**config.mk**
```make
export PLATFORM = sky130hd
export DESIGN_NAME = if_stage
export DESIGN_NICKNAME = d
export VERILOG_FILES = /design/src/rtl/cpu_pkg.sv /design/src/rtl/pc_gen.sv /design/src/rtl/if_stage.sv
export SDC_FILE = /design/constraint.sdc
export NUM_CORES = 1
export LEC_CHECK = 0
export BUFFER_PORTS_ARGS = -buffer_cell sky130_fd_sc_hd__buf_2
export CAP_MARGIN = 10
export CORE_MARGIN = 3
export CORE_UTILIZATION = 50
export DETAILED_ROUTE_END_ITERATION = 8
export PLACE_DENSITY_LB_ADDON = 0.12
export SLEW_MARGIN = 20
export SYNTH_ARGS = -nofsm -noshare
export SYNTH_HDL_FRONTEND = slang
export SYNTH_HIERARCHICAL = 1
export SYNTH_SLANG_ARGS = --single-unit
```
**constraint.sdc**
```tcl
create_clock -name clk -period 4 [get_ports clk]
set_input_delay 1.2 -clock clk [delete_from_list [all_inputs] [get_ports clk]]
set_output_delay 1.2 -clock clk [all_outputs]
set_load 0.1 [all_outputs]
```
**src/rtl/cpu_pkg.sv**
```systemverilog
// cpu_pkg: shared constants and fetch-state encoding for the pipeline front end.
package cpu_pkg;
    localparam logic [31:0] NOP              = 32'h0000_0000;
    localparam logic [31:0] DEFAULT_RESET_PC = 32'h0000_0000;
    localparam logic [31:0] PC_STEP          = 32'd4;
    typedef enum logic [1:0] {IDLE, WAIT, DROP} fetch_state_e;
endpackage

```
**src/rtl/pc_gen.sv**
```systemverilog
// pc_gen: next-fetch-address register with sequential increment and redirect override.
module pc_gen import cpu_pkg::*; #(
    parameter logic [31:0] RESET_PC = DEFAULT_RESET_PC
) (
    input  logic        clk,
    input  logic        rst,
    input  logic        redirect,
    input  logic [31:0] target,
    input  logic        advance,
    output logic [31:0] pc_q
);
    always_ff @(posedge clk)
        if (rst) pc_q <= RESET_PC;
        else if (redirect) pc_q <= target & ~32'h3;
        else if (advance) pc_q <= pc_q + PC_STEP;
endmodule

```
**src/rtl/if_stage.sv**
```systemverilog
// if_stage: instruction fetch with single outstanding memory request, stall hold and redirect flush.
module if_stage import cpu_pkg::*; #(
    parameter logic [31:0] RESET_PC = DEFAULT_RESET_PC
) (
    input  logic        clk,
    input  logic        rst,
    input  logic        stall,
    input  logic        redirect,
    input  logic [31:0] redirect_pc,
    output logic        imem_req,
    output logic [31:0] imem_addr,
    input  logic        imem_ready,
    input  logic        imem_rvalid,
    input  logic [31:0] imem_rdata,
    output logic        imem_rready,
    output logic [31:0] ir_IF,
    output logic [31:0] pc_IF,
    output logic        if_valid
);
    fetch_state_e state, state_d;
    logic [31:0] pc_q, req_pc, out_ir, out_pc;
    logic out_valid, consume, space, resp_acc, req_acc;
    assign consume  = out_valid & ~stall;
    assign space    = ~out_valid | consume;
    // A redirect drains any pending response so the memory never stalls on a dead fetch.
    assign imem_rready = ~rst & (state != IDLE) & (redirect | state == DROP | space);
    assign resp_acc = imem_rvalid & imem_rready;
    assign imem_req = ~rst & ~redirect & (state == IDLE | resp_acc);
    assign req_acc  = imem_req & imem_ready;
    assign imem_addr = pc_q;
    assign if_valid = out_valid;
    assign ir_IF    = out_valid ? out_ir : NOP;
    assign pc_IF    = out_valid ? out_pc : NOP;
    pc_gen #(.RESET_PC(RESET_PC)) u_pc_gen (
        .clk(clk), .rst(rst), .redirect(redirect), .target(redirect_pc),
        .advance(req_acc), .pc_q(pc_q)
    );
    always_comb begin
        state_d = state;
        if (redirect) state_d = (state != IDLE && !resp_acc) ? DROP : IDLE;
        else if (req_acc) state_d = WAIT;
        else if (resp_acc) state_d = IDLE;
    end
    always_ff @(posedge clk) begin
        if (rst) begin
            state     <= IDLE;
            req_pc    <= 32'h0;
            out_valid <= 1'b0;
            out_ir    <= NOP;
            out_pc    <= 32'h0;
        end else begin
            state <= state_d;
            if (req_acc) req_pc <= pc_q;
            if (redirect) out_valid <= 1'b0;
            else if (resp_acc && state == WAIT) begin
                out_valid <= 1'b1;
                out_ir    <= imem_rdata;
                out_pc    <= req_pc;
            end else if (consume) out_valid <= 1'b0;
        end
    end
endmodule

```
# Word level (Yosys, flattened, before mapping)
# Cells that the tools add are included.
# word_totals
ff_bits	131
in_bits	70
# classes
add_sub_neg	1
n_eq_ne	2
n_mux	10
bitwise_logic	15
n_reduce_logical	10
# op_table
operator	n
32-bit 2-to-1 mux	4
32-bit by 3-bit adder with 32-bit output, second input constant	1
2-bit 2-to-1 mux	4
1-bit AND	7
2-bit nonzero test	3
1-bit inverter	4
1-bit bitwise OR	4
3-bit nonzero test	1
2-bit by 1-bit equality test with 1-bit output, second input constant	1
2-bit equality test, second input constant	1
1-bit logical AND	2
2-bit logical NOT	1
1-bit 2-to-1 mux	2
2-bit AND reduction	1
2-bit OR reduction	1
1-bit logical NOT	1

# Longest topological paths before layout
# Gate-level depths: netlist of the first run.
# logic_depth
ltp_word	11
depth_mapped	10

# Modules after synthesis
# The synthesis of the first run kept the hierarchy.
# modules_own_cells
module	n_inst	cells_each	area_per_inst_um2	seq_area_each_um2
if_stage	1	419	4396.7	1981.9
pc_gen	1	251	1929.4	600.6

# Least setup slack after synthesis of the first run
# Ideal clock, no wire load.
# synth_path
path_kind	input to output
start	input rst
end	output imem_rready
arrival_time_ps	3864
setup_slack_ps	-1064
path_stages	4
cell_sequence	clkbuf_1 -> clkbuf_1 -> clkbuf_1 -> nor3_1
# synth_via
elab_chain_len	3
# synth_lines
element	line_no	source
from (decl)	if_stage.sv:6	input logic rst,
1-bit inverter	if_stage.sv:26	assign imem_rready = ~rst & (state != IDLE) & (redirect | state == DROP | space);
1-bit AND (2 in series)	if_stage.sv:26	
to (decl)	if_stage.sv:15	output logic imem_rready,
# No other way between the ends.

# Worst setup path after layout of the first run
# layout_path
start	input imem_rvalid
end	output imem_req
# layout_via
elab_chain_len	3
# layout_lines
element	line_no	source
from (decl)	if_stage.sv:13	input logic imem_rvalid,
1-bit AND	if_stage.sv:27	assign resp_acc = imem_rvalid & imem_rready;
1-bit bitwise OR	if_stage.sv:28	assign imem_req = ~rst & ~redirect & (state == IDLE | resp_acc);
1-bit AND	if_stage.sv:28	
to (decl)	if_stage.sv:10	output logic imem_req,
# No other way between the ends.

==> results of run 1 <==
[kinds of logic after synthesis]
kind of cell	Yosys count	synth area share
simple gates	301	0.287
flops	129	0.408
mux	93	0.162
compound gates	69	0.0759
buf+inv	65	0.0487
xor+xnor	11	0.0152
fa+ha+maj	1	0.00198
other cells	1	0.000593
[synthesized netlist by cell type (4+ instances only)]
cell,n,share of area
mux2i_1,17,0.027
and2_1,66,0.065
mux2_2,73,0.13
xnor2_1,6,0.0083
nor3_1,6,0.0047
buf_2,6,0.0047
a311oi_1,7,0.0097
nor4_1,10,0.0099
nor2b_1,79,0.078
buf_6,6,0.011
o21ai_0,5,0.0040
nand2b_1,16,0.016
nand4_1,20,0.020
nand3_1,12,0.0095
nand2_1,24,0.014
a21oi_1,19,0.015
xor2_1,5,0.0069
dfxtp_1,129,0.41
inv_1,17,0.010
nor2_1,26,0.015
or4_1,4,0.0047
and3_1,8,0.0079
nor3b_1,7,0.0083
a211oi_1,12,0.014
clkbuf_1,29,0.017
o31ai_1,6,0.0071
[area by class of cell]
cell class,count,area [um^2],share of cell area
inverter,18,67.6,0.00853
tap,168,210,0.0266
timing repair buffer,173,933,0.118
multi-input combinational,477,3470,0.438
clock buffer,19,443,0.0560
sequential,129,2580,0.326
clock inverter,13,210,0.0266
[final timing paths]
| path | startpoint | end | slack (ns) | cells past startpoint |
|---|---|---|---|---|
| worst min-delay path | req_pc[9] | out_pc[9] | 0.46 | 1 |
| worst max register to register | if_valid | u_pc_gen/pc_q[21] | 1.27 | 8 |
| worst min register to register | req_pc[9] | out_pc[9] | 0.46 | 1 |
| worst max-delay path | imem_rvalid | imem_req | 0.53 | 4 |
[layer usage]
| metal | track usage | up-vias |
|---|---|---|
| li1 | - | 2624 |
| met1 | 0.297 | 2486 |
| met2 | 0.342 | 220 |
| met3 | 0.0565 | 32 |
| met4 | 0.0854 | 0 |
| met5 | 0 | - |
[flip-flops by register name, summed over array words and instances, names as in the netlist]
register       cells
if_valid           1
out_ir            32
out_pc            32
req_pc            32
state              2
u_pc_gen/pc_q     30
[where the power goes]
group	internal, W	switching, W
clock network	0.00112	0.000575
logic	0.0000947	0.000259
registers	0.00132	0.0000494
total	0.00254	0.000883
[metrics by stage]
step,cell area (um^2),worst slack (ns)
6_report,7920,0.527
2_1_floorplan,6340,0.178
5_1_grt,7920,0.460
3_5_place_dp,7260,0.508
4_1_cts,7920,0.548
3_3_place_gp,7260,0.581
==> results.ini, run 1 <==
[synthesis]
synth-main-ff-cell = dfxtp_1
syn-cell-area_mm2 = 0.00633
yosysSeqAreaShare = 0.408
yosysWarnings = 6
synth_edf_count = 0
syn_inst = 670
synth_seq_cells = 129
avgSynthCellArea_um2 = 9.44
async_flop_share = 0
synth.distinct_cells = 59

[routing]
dr_wl_met3_mm = 1.14
via_count = 5362
ant_nets = 0
top_layer = met4
drt_iter0_markers = 358
vias_per_cell = 5.38
drt_wl_total_mm = 15.5
wl_met2_mm = 7.01
detail_route.wl_per_cell_um = 15.6
drt-met1-wl_mm = 7.12
dr.pass1.iters = 5
drcViolationCount = 0

[grt]
grt_max_degree = 101
antenna_found_initial = 0
grt_pass1_vias = 5150
grtUsageTotal = 0.221
grt_pass1_wl_mm = 25.5
overflow = 0

[clocking]
clock_latency_ns = 0.42
postCtsHoldBufs = 0
cts_tree = built
post_cts_buffers = 0
cts_root_buf = clkbuf_16
htree_levels = 4
cts.path.max_buffers = 2
numCtsBuffers = 17
cts_resized = 0
path_clk_slew_ns = 0.06
clkSinkCount = 129

[timing]
setup_tns_ns = 0
slew_violations = 0
whs_ns = 0.462
worst_pin_slew_ns = 0.980
skew_ns = 0.00642
slew_headroom = 0.347
finalSetupViolations = 0
min_period_ns = 3.47
fin_crit_sh = 0.868
rsz0062_at_grt = false
fmax_mhz = 288
finalHoldViolations = 0

[place]
portBuffers = 164
dp.cells = 965
gp_congestion = 0.864
dp_hpwl_mm = 10.5

[floorplanning]
core_mm2 = 0.0122
start_util = 0.518
die_x_um = 118
dieArea_mm2 = 0.0140
chipHeight_um = 118
rows = 40
io_pins = 169

[worst_setup_path]
crit_chain = buf_2 > a21boi_0 > o211a_1 > buf_12
critPathBufInv = 2
worst_setup_path_end_kind = output port
start_kind = input port
critPathArrivalTime_ns = 2.27
cp.required_ns = 2.80
cp_slowest_cell = a21boi_0
path_class = input port to output port
cp_slowest_stage_delay_ns = 0.44
critPathMaxFanout = 9
crit_family = compound AO/OA/AOI/OAI gates

[finish]
fill_cells = 1077
syn_to_final_growth_pct = 25.1
final_core_util = 0.648
diodes = 0
final_common_cell = buf_2
finalNonFillerCells = 997
nets = 887
drive_gt1_frac = 0.350
final_cell_mix = buf_2, dfxtp_1, nor2b_1

[run]
cap_violations = 0

[power]
fin_total_pwr_w = 0.00342
p_leak_nw = 3.50
power_density_mw_per_mm2 = 432
ir_drop_v = 0.000248

[hold_path]
min_path_type = flop to flop

[run_status]
status = completed

Note: power is estimated with default switching activity, not from simulation.
==> inputs of run 2 (changes only) <==
--- a/config.mk
+++ b/config.mk
@@ -11,6 +11,7 @@
 export CORE_UTILIZATION = 50
 export DETAILED_ROUTE_END_ITERATION = 8
 export PLACE_DENSITY_LB_ADDON = 0.12
+export REMOVE_ABC_BUFFERS = 1
 export SLEW_MARGIN = 20
 export SYNTH_ARGS = -nofsm -noshare
 export SYNTH_HDL_FRONTEND = slang
==> results.ini, run 2 (synthesized netlist as in run 1, its figures left out) <==
[routing]
via_count = 5270  ; -1.7%
dr.pass1.iters = 4  ; -1
ant_nets = 0  ; unchanged
detail_route.wl_per_cell_um = 15.4  ; -0.88%
vias_per_cell = 5.29  ; -1.7%
drt_wl_total_mm = 15.4  ; -0.88%
drcViolationCount = 0  ; unchanged
drt_iter0_markers = 207  ; -42%

[timing]
setup_tns_ns = 0  ; unchanged
slew_headroom = 0.393  ; +0.0462
min_period_ns = 3.44  ; -0.0369 ns
finalHoldViolations = 0  ; unchanged
slew_violations = 0  ; unchanged
fin_crit_sh = 0.859  ; -0.00923
whs_ns = 0.465  ; +0.00321 ns
fmax_mhz = 291  ; +1.1%
finalSetupViolations = 0  ; unchanged
rsz0062_at_grt = false
worst_pin_slew_ns = 0.903  ; -0.0768 ns
skew_ns = 0.00480  ; -0.00161 ns

[clocking]
cts.path.max_buffers = 2  ; unchanged
cts_resized = 0  ; unchanged
clock_latency_ns = 0.41  ; about the same
cts_tree = built
numCtsBuffers = 17  ; unchanged
post_cts_buffers = 0  ; unchanged
clkSinkCount = 129  ; unchanged
htree_levels = 4  ; unchanged
path_clk_slew_ns = 0.05  ; about the same
cts_root_buf = clkbuf_16
postCtsHoldBufs = 0  ; unchanged

[worst_setup_path]
reg2reg_to = u_pc_gen/pc_q[17]
critPathArrivalTime_ns = 2.24  ; -0.03 ns
reg2reg_depth = 7  ; -1
critPathMaxFanout = 9  ; unchanged
worst-r2r-setup-slack_ns = 1.31  ; +0.04 ns
worst_setup_path_end_kind = output port
start_kind = input port
cp.required_ns = 2.80  ; about the same
path_class = input port to output port
r2r-start = if_valid

[floorplanning]
die_x_um = 118  ; unchanged
io_pins = 169  ; unchanged
dieArea_mm2 = 0.0140  ; unchanged
start_util = 0.518  ; unchanged
chipHeight_um = 118  ; unchanged
rows = 40  ; unchanged
core_mm2 = 0.0122  ; unchanged

[power]
ir_drop_v = 0.000263  ; +5.8%
power_density_mw_per_mm2 = 396  ; -8.3%
p_leak_nw = 3.45  ; -1.2%

[finish]
final_cell_mix = buf_2, dfxtp_1, nor2b_1
syn_to_final_growth_pct = 22.7
drive_gt1_frac = 0.344  ; -0.00603
final_core_util = 0.636  ; -0.0124
diodes = 0  ; unchanged
fin_area_mm2 = 0.00776  ; -1.9%
final_common_cell = buf_2
nets = 888  ; +0.11%
top_regs = out_ir: 32 flops, out_pc: 32 flops, req_pc: 32 flops

[hold_path]
hold_depth = 1  ; unchanged
min_from = req_pc[9]
min_path_type = flop to flop
min_to = out_pc[9]

[grt]
overflow = 0  ; unchanged
grt_pass1_vias = 5036  ; -2.2%
antenna_found_initial = 0  ; unchanged
grt_max_degree = 64  ; -37%
grtUsageTotal = 0.218  ; -0.00328
grt_pass1_wl_mm = 25.0  ; -1.9%

[run_status]
status = completed

[place]
portBuffers = 164  ; unchanged
dp_hpwl_mm = 10.5  ; about the same
gp_congestion = 0.832  ; -3.7%
placed_area_mm2 = 0.00725  ; -0.22%

[run]
cap_violations = 0  ; unchanged

## run 2: layout make-up
cell class | count | area [um^2]
fill | 1080 | 4450
multi-input combinational | 477 | 3460
sequential | 129 | 2580
timing repair buffer | 174 | 928
clock buffer | 25 | 485
tap | 168 | 210
inverter | 18 | 67.6
clock inverter | 6 | 32.5
## run 2: per-layer routing
| layer | track usage | wire length [um] |
|---|---|---|
| met4 | 0.0840 | 241 |
| met2 | 0.357 | 7270 |
| met5 | 0 | 0 |
| met3 | 0.0574 | 983 |
| met1 | 0.274 | 6890 |
## run 2: how the worst max path moves through the flow
| stage | startpoint | to | slack [ns] | depth (start not counted) |
|---|---|---|---|---|
| 3_5_place_dp | imem_rvalid | u_pc_gen/pc_q[21] | 0.49 | 8 |
| 3_3_place_gp | redirect | imem_rready | 0.60 | 4 |
| 4_1_cts | imem_rvalid | imem_req | 0.57 | 4 |
| 6_report | imem_rvalid | imem_req | 0.56 | 4 |
| 2_1_floorplan | if_valid | u_pc_gen/pc_q[27] | -1.67 | 7 |
| 5_1_grt | imem_rvalid | imem_req | 0.49 | 4 |
## run 2: worst max-delay path: stages
cell and delay, ns:
buf_2 0.17, a21boi_0 0.44, o211a_1 0.25, buf_12 0.18
## run 2: stage by stage
step | worst slack, ns | std cells | total power, W
2_1_floorplan | -1.67 | 624 | 0.00163
3_3_place_gp | 0.603 | 966 | 0.00174
3_5_place_dp | 0.491 | 966 | 0.00175
4_1_cts | 0.569 | 997 | 0.00311
5_1_grt | 0.490 | 997 | 0.00320
6_report | 0.564 | 997 | 0.00308
## run 2: power by group
group | switching (W) | total (W) | internal (W)
sequential | 0.0000461 | 0.00137 | 0.00132
combinational | 0.000259 | 0.000354 | 0.0000950
clock | 0.000523 | 0.00135 | 0.000831
total | 0.000828 | 0.00308 | 0.00225
==> inputs of run 3 (changes only) <==
--- a/config.mk
+++ b/config.mk
@@ -5,7 +5,7 @@
 export SDC_FILE = /design/constraint.sdc
 export NUM_CORES = 1
 export LEC_CHECK = 0
-export BUFFER_PORTS_ARGS = -buffer_cell sky130_fd_sc_hd__buf_2
+export BUFFER_PORTS_ARGS = -buffer_cell sky130_fd_sc_hd__buf_4
 export CAP_MARGIN = 10
 export CORE_MARGIN = 3
 export CORE_UTILIZATION = 50
==> constraint.sdc (replaced) <==
create_clock -name clk -period 4 [get_ports clk]
set_input_delay 1.2 -clock clk [delete_from_list [all_inputs] [get_ports clk]]
set_output_delay 1.2 -clock clk [all_outputs]
set_load 0.05 [all_outputs]
==> results.ini, run 3 (synthesized netlist as in run 1, its figures left out) <==
[run_status]
status = completed

[grt]
grtUsageTotal = 0.229  ; +0.0110
grt_pass1_wl_mm = 26.2  ; +4.6%
overflow = 0  ; unchanged
grt_pass1_vias = 5254  ; +4.3%
antenna_found_initial = 0  ; unchanged
grt_max_degree = 83  ; +30%

[power]
power_density_mw_per_mm2 = 377  ; -4.8%
fin_total_pwr_w = 0.00308  ; +0.12%
p_leak_nw = 3.52  ; +1.9%
ir_drop_v = 0.000273  ; +3.9%

[routing]
drt-met1-wl_mm = 7.03  ; +2.1%
dr_wl_met3_mm = 1.03  ; +4.3%
dr.pass1.iters = 4  ; unchanged
via_count = 5285  ; +0.28%
drt_wl_total_mm = 15.9  ; +3.3%
top_layer = met4
vias_per_cell = 5.31  ; +0.39%
drt_iter0_markers = 367  ; +77%
ant_nets = 0  ; unchanged
detail_route.wl_per_cell_um = 16.0  ; +3.4%
drcViolationCount = 0  ; unchanged
wl_met2_mm = 7.57  ; +4.1%

[floorplanning]
die_x_um = 118  ; unchanged
dieArea_mm2 = 0.0140  ; unchanged
core_mm2 = 0.0122  ; unchanged
io_pins = 169  ; unchanged
start_util = 0.518  ; unchanged
chipHeight_um = 118  ; unchanged
rows = 40  ; unchanged

[run]
cap_violations = 0  ; unchanged

[timing]
finalHoldViolations = 0  ; unchanged
slew_headroom = 0.419  ; +0.0263
finalSetupViolations = 0  ; unchanged
slew_violations = 0  ; unchanged
skew_ns = 0.00480  ; -0.000000610 ns
fin_crit_sh = 0.835  ; -0.0244
rsz0062_at_grt = false
worst_pin_slew_ns = 0.864  ; -0.0392 ns
timing.final.ws_setup_ns = 0.662  ; +0.0975 ns
fmax_mhz = 300  ; +2.9%
min_period_ns = 3.34  ; -0.0975 ns

[worst_setup_path]
worst-r2r-setup-slack_ns = 1.28  ; -0.03 ns
critPathMaxFanout = 38  ; +29
cp.required_ns = 2.80  ; about the same
critPathArrivalTime_ns = 2.14  ; -0.10 ns
crit_path_start = rst
worst_setup_path_end_kind = output port
start_kind = input port
r2r-start = if_valid
path_class = input port to output port

[hold_path]
min_path_type = flop to flop
min_from = req_pc[9]

[finish]
syn_to_final_growth_pct = 29.0
fin_area_mm2 = 0.00816  ; +5.1%
final_cell_mix = buf_4, dfxtp_1, nor2b_1
final_common_cell = buf_4
drive_gt1_frac = 0.345  ; +0.00162
fill_cells = 1029  ; -4.7%
nets = 888  ; unchanged
top_regs = out_ir: 32 flops, out_pc: 32 flops, req_pc: 32 flops
diodes = 0  ; unchanged
finalNonFillerCells = 996  ; -0.10%

[clocking]
cts_root_buf = clkbuf_16
cts_resized = 0  ; unchanged
post_cts_buffers = 0  ; unchanged
clock_latency_ns = 0.41  ; about the same
cts_tree = built
postCtsHoldBufs = 0  ; unchanged
numCtsBuffers = 17  ; unchanged
cts.path.max_buffers = 2  ; unchanged
path_clk_slew_ns = 0.05  ; about the same
clkSinkCount = 129  ; unchanged
htree_levels = 4  ; unchanged

[place]
gp_congestion = 0.809  ; -2.8%
dp_hpwl_mm = 10.7  ; +2.5%
portBuffers = 164  ; unchanged
place_ws_ns = 0.478  ; -0.0126 ns
placed_area_mm2 = 0.00762  ; +5.2%
dp.cells = 966  ; unchanged

[run 3: cell count changes in the layout (fill, tap and decap cells not counted)]
cell,before,now
bufinv_16,0,1
buf_2,161,0
buf_4,11,174
buf_12,2,0
clkinvlp_4,1,0
clkbuf_1,5,3
clkinv_2,5,6
[run 3: critical path: stages]
cell	delay (ns)
buf_4	0.23
nor2_1	0.30
o211a_1	0.20
buf_4	0.19
[run 3: where the power goes]
part	internal (W)	total, W	switching (W)
clock	0.000889	0.00141	0.000523
sequential	0.00132	0.00137	0.0000473
combinational	0.000122	0.000299	0.000177
total	0.00233	0.00308	0.000747
[run 3: final cells by class]
class | instances | area, um^2 | share of cell area
clock buffers | 23 | 478 | 0.0586
inverters | 18 | 67.6 | 0.00828
flip-flops and latches | 129 | 2580 | 0.317
repair buffers | 174 | 1310 | 0.160
clock inverters | 7 | 60.1 | 0.00736
well taps | 168 | 210 | 0.0258
multi-input cells | 477 | 3460 | 0.424
[run 3: final timing paths]
| check | to | cells past startpoint |
|---|---|---|
| setup / recovery | imem_req | 4 |
| hold / removal | out_pc[9] | 1 |
| setup reg to reg | u_pc_gen/pc_q[17] | 7 |
| hold reg to reg | out_pc[9] | 1 |
[run 3: routing by layer]
| metal | track usage | up-vias |
|---|---|---|
| met5 | 0 | - |
| met4 | 0.0970 | 0 |
| met3 | 0.0512 | 22 |
| met2 | 0.378 | 197 |
| met1 | 0.288 | 2441 |
| li1 | - | 2625 |
[run 3: per-stage QoR]
| stage | utilization | hold slack, ns | setup TNS [ns] |
|---|---|---|---|
| after CTS | 0.668 | 0.467 | 0 |
| after global placement | 0.624 | 0.438 | 0 |
| final | 0.668 | 0.462 | 0 |
| after global routing | 0.668 | 0.482 | 0 |
| after detailed placement | 0.624 | 0.453 | 0 |
| after floorplan | - | 0.432 | -31.17 |
